File: src/rtl/lift_controller.sv
// Single-car lift controller: latches hall calls, serves the nearest one, picks the
// passenger up, carries them to the in-car destination, then idles until the next call.
module lift_controller #(
  parameter int NUM_FLOORS  = 8,
  parameter int MOVE_CYCLES = 4,
  parameter int DOOR_CYCLES = 3
) (
  input  logic       clk,
  input  logic       rst_n,
  input  logic [2:0] butt_el,
  input  logic       butt_up_down,
  input  logic [2:0] pass_f,
  output logic [2:0] elev_f_o,
  output logic       busy_o,
  output logic [2:0] dbg_state_o
);

  localparam int MAX_CYC = (MOVE_CYCLES > DOOR_CYCLES) ? MOVE_CYCLES : DOOR_CYCLES;
  localparam int CW      = (MAX_CYC > 1) ? $clog2(MAX_CYC) : 1;
  localparam logic [CW-1:0] MOVE_LAST = CW'(MOVE_CYCLES - 1);
  localparam logic [CW-1:0] DOOR_LAST = CW'(DOOR_CYCLES - 1);

  typedef enum logic [2:0] {
    S_IDLE   = 3'd0,
    S_MOVE_P = 3'd1,
    S_DOOR_P = 3'd2,
    S_MOVE_D = 3'd3,
    S_DOOR_D = 3'd4
  } state_t;

  state_t                r_state;
  logic [2:0]            r_target;
  logic [NUM_FLOORS-1:0] r_pend;
  logic [CW-1:0]         r_cnt;
  logic                  r_btn;

  logic [NUM_FLOORS-1:0] w_set;
  logic [NUM_FLOORS-1:0] w_clr;
  logic                  w_found;
  logic [2:0]            w_pick;
  logic [2:0]            w_next;
  logic [3:0]            w_best;
  logic [3:0]            w_dist;
  logic                  w_el_ok;

  // Nearest pending floor; scanning upward with a strict compare resolves ties low.
  always_comb begin
    w_found = 1'b0;
    w_pick  = '0;
    w_best  = 4'hF;
    w_dist  = '0;
    for (int f = 0; f < NUM_FLOORS; f++) begin
      w_dist = (4'(f) >= {1'b0, elev_f_o}) ? 4'(f) - {1'b0, elev_f_o}
                                           : {1'b0, elev_f_o} - 4'(f);
      if (r_pend[f] && (w_dist < w_best)) begin
        w_best  = w_dist;
        w_pick  = 3'(f);
        w_found = 1'b1;
      end
    end
  end

  assign w_set   = (butt_up_down && !r_btn && (int'(pass_f) < NUM_FLOORS))
                   ? (NUM_FLOORS'(1) << pass_f) : '0;
  assign w_clr   = ((r_state == S_IDLE) && w_found) ? (NUM_FLOORS'(1) << w_pick) : '0;
  assign w_next  = (r_target > elev_f_o) ? elev_f_o + 3'd1 : elev_f_o - 3'd1;
  assign w_el_ok = (int'(butt_el) < NUM_FLOORS) && (butt_el != elev_f_o);
  assign dbg_state_o = r_state;

  always_ff @(posedge clk or posedge rst_n) begin
    if (rst_n) begin
      r_state  <= S_IDLE;
      r_target <= '0;
      r_pend   <= '0;
      r_cnt    <= '0;
      r_btn    <= 1'b0;
      elev_f_o <= '0;
      busy_o   <= 1'b0;
    end else begin
      r_btn  <= butt_up_down;
      // A new call wins over the selection clear, so a repeat call for the served floor survives.
      r_pend <= (r_pend & ~w_clr) | w_set;
      case (r_state)
        S_IDLE: begin
          r_cnt <= '0;
          if (w_found) begin
            r_target <= w_pick;
            busy_o   <= 1'b1;
            r_state  <= (w_pick == elev_f_o) ? S_DOOR_P : S_MOVE_P;
          end else begin
            busy_o <= 1'b0;
          end
        end
        S_MOVE_P, S_MOVE_D: begin
          if (r_cnt == MOVE_LAST) begin
            r_cnt    <= '0;
            elev_f_o <= w_next;
            if (w_next == r_target) begin
              r_state <= (r_state == S_MOVE_P) ? S_DOOR_P : S_DOOR_D;
            end
          end else begin
            r_cnt <= r_cnt + 1'b1;
          end
        end
        S_DOOR_P: begin
          if (r_cnt == DOOR_LAST) begin
            r_cnt    <= '0;
            r_target <= butt_el;
            r_state  <= w_el_ok ? S_MOVE_D : S_DOOR_D;
          end else begin
            r_cnt <= r_cnt + 1'b1;
          end
        end
        S_DOOR_D: begin
          if (r_cnt == DOOR_LAST) begin
            r_cnt   <= '0;
            r_state <= S_IDLE;
            busy_o  <= 1'b0;
          end else begin
            r_cnt <= r_cnt + 1'b1;
          end
        end
        default: begin
          r_state <= S_IDLE;
          r_cnt   <= '0;
          busy_o  <= 1'b0;
        end
      endcase
    end
  end

endmodule

File: config.mk
export PLATFORM = sky130hd
export DESIGN_NAME = lift_controller
export DESIGN_NICKNAME = d
export VERILOG_FILES = /design/src/rtl/lift_controller.sv
export SDC_FILE = /design/constraint.sdc
export NUM_CORES = 1
export LEC_CHECK = 0
export ABC_AREA = 1
export ABC_CLOCK_PERIOD_IN_PS = 19400
export CAP_MARGIN = 20
export CORE_UTILIZATION = 25
export DETAILED_ROUTE_END_ITERATION = 16
export GPL_TIMING_DRIVEN = 0
export PLACE_DENSITY_LB_ADDON = 0.15
export SKIP_LAST_GASP = 1
export SYNTH_ARGS = -nofsm -noshare
export SYNTH_HDL_FRONTEND = slang
export SYNTH_SLANG_ARGS = --single-unit
File: constraint.sdc
create_clock -name clk -period 19.4 [get_ports clk]
set_input_delay 1.94 -clock clk [delete_from_list [all_inputs] [get_ports clk]]
set_output_delay 1.94 -clock clk [all_outputs]
set_load 0.1 [all_outputs]
==> metrics <==
# resized after CTS 0; pin slew with the least headroom to its limit slightly below 1 ns; CP Max Fanout 13; CTS H-Tree Depth 1; Slew Limit Fails 0; Antenna Cells 0; GPL Wtd Cong roughly 0.75; crit end category flip-flop; count of final setup violators 0; row count 37; minimum clock period 9.34 ns; WL/cell ~12 um; RSZ-0062 raised after global routing false; die span in y 106 um; number of remaining DRC errors 0; root buffer cell clkbuf_8; initial antenna violation count 0; Seq/Total Area, Yosys roughly a fifth; most frequent cell on the critical path nand2_1; Compound-Gate Fraction of Synth Area between 10 and 15%; worst skew pair latency roughly 0.26 ns; Cells after Synth 421; Post-synth top flop dfrtp_1; post-synth cell types 39; CP Data Required Time between 15 and 20 ns; largest family of logic cells by synthesized area simple AND/OR/NAND/NOR gates; Place WS 10.01 ns; post-detail-place hpwl about 5.9 mm; DR iter-0 viols 130; CTS tree built; Vias/cell approximately 4.5; Max Fclk ~110 MHz; XOR/XNOR share of the synthesized area 1.94%; proportion of synthesized area in mux cells 0.369%; largest net degree at the start of global routing 22; status finished clean; number of global-route vias before repair 2517; simple logic cell fraction of the synthesized area between 30% and 40%; gr ovfl total 0; flops & latches, synth 21; EDFF count, synth 0; synth-to-layout area growth 13.5%; DRT Wirelength between 7 and 8 mm; Post-synth ARST share 100%; WHS around 0.50 ns; Tcrit/Tclk final between 40% and 50%; fin nets around 480; hold_buf cts 0; layout cell share with drive strength beyond 1 a little under an eighth; Port Buffers 15; Adder-Cell Fraction of Synth Area 15.9%; clk sinks 21; Mapped Area 2720 sq um; Pre-Repair DR Iteration Count 4; Final Hold Fails 0; I/O pin cnt 16; initial cell density of the core between 20% and 30%; Fillers ~1200; first-pass GRT wire length roughly 12 mm; Clock Skews ~0.0054 ns; crit path DAT 9.49 ns; Worst path slowest cell a211oi_1; Core ar. roughly 10000 sq um; CTS Buf Count 3; Ys Warns 0; max capacitance violation total 0; Syn Area/Cell between 6 and 7 sq um; Die W ~110 um; post-route ant nets 0; R2R setup slack 10.06 ns; maximum buffer depth of the clock tree 2; HP Class flip-flop to flip-flop; setup TNS 0 ns; Post-CTS Setup Inserts 0; Slew headroom around a third; GR Util All Layers ~14%; crit path kind flip-flop to flip-flop; Clock transition at path regs approximately 0.08 ns; Total Die Area about 11000 sq um; Mapped Nets about 460; setup ws final 10.06 ns; Setup crit start kind flip-flop; Worst path max stage delay between 0.4 and 0.5 ns; total number of vias between 2000 and 3000
## logic make-up (layout without fill, tap and decap cells)
kind of cell               count (synthesis)  in the layout
DFF                                       21             21
xor gates and xnor gates                   6              6
and+or+nand+nor                          212            212
adders and majority gates                 34             34
AOI/OAI and AO/OA                         73             73
muxes                                      1              1
buffers and inverters                     74             93
## synthesized netlist by cell type, drive strengths merged (4+ instances only)
cell type | number | area share, %
buf | 5 | 0.88
nor2 | 26 | 4.1
nand2 | 140 | 23
nand3 | 37 | 7.6
inv | 68 | 9.5
ha | 33 | 15
nor3 | 4 | 0.74
o21ai | 49 | 9.2
dfrtp | 21 | 19
a21oi | 11 | 2.2
## path summary, 6_finish.rpt
path / cells after the start / from / end
max in group asynchronous: 2 / rst_n / dbg_state_o[1]
worst min register to register: 2 / busy_o / busy_o
worst max register to register: 56 / elev_f_o[0] / dbg_state_o[0]
worst max-delay path: 56 / elev_f_o[0] / dbg_state_o[0]
worst min-delay path: 2 / busy_o / busy_o
min in group asynchronous: 2 / rst_n / r_btn
## registers in the layout, summed over array words and instances, names as in the netlist
| signal | flops |
|---|---|
| r_btn | 1 |
| elev_f_o | 3 |
| r_pend | 8 |
| busy_o | 1 |
| dbg_state_o | 3 |
| r_cnt | 2 |
| r_target | 3 |
## per-layer routing
| layer | global-route usage, % | wire (um) |
|---|---|---|
| met5 | 0 | 0 |
| met1 | 19.4 | 3730 |
| met2 | 23.3 | 3140 |
| met3 | 0.674 | 151 |
| met4 | 2.98 | 67 |
## worst max-delay path: cells and delay by family (launching register included)
kind	cells	cell delay, ns
fa+ha+maj	8	2.23
simple gates	27	2.35
buf+inv	11	1.56
compound gates	10	2.64
flops	1	0.43
## stage by stage
step	utilization, %	cells	cell area [sq um]
2_1_floorplan	-	421	2720
3_3_place_gp	29.1	572	3040
3_5_place_dp	29.1	572	3040
4_1_cts	29.6	576	3080
5_1_grt	29.6	576	3080
6_report	29.6	576	3080
## placed cells by master (no fill, tap or decap), drive strengths merged
cell and count:
clkbuf 5, or2 1, dfrtp 21, o21bai 1, o31ai 1, a21oi 11, a31oi 2, o2111ai 1
xnor2 3, a211oi 3, o21ai 49, clkdlybuf4s50 15, nand3b 1, nand2 140, inv 68, xor2 3
ha 33, nand4 3, o21a 3, a21o 1, buf 5, nand3 37, nor2 26, fa 1
nor3 4, mux2i 1, a32oi 1
## area by class of cell
| type | count | area (sq um) | share of cell area, % |
|---|---|---|---|
| multi-input combinational | 326 | 1900 | 61.8 |
| sequential | 21 | 526 | 17.1 |
| timing repair buffer | 15 | 150 | 4.87 |
| tap | 136 | 170 | 5.52 |
| buffer | 6 | 27.5 | 0.894 |
| clock buffer | 4 | 45.0 | 1.46 |
| inverter | 68 | 258 | 8.37 |
Power is left out: the tool's default activity adds up to more than one toggle a clock period on the data nets, which glitch-free logic cannot reach.
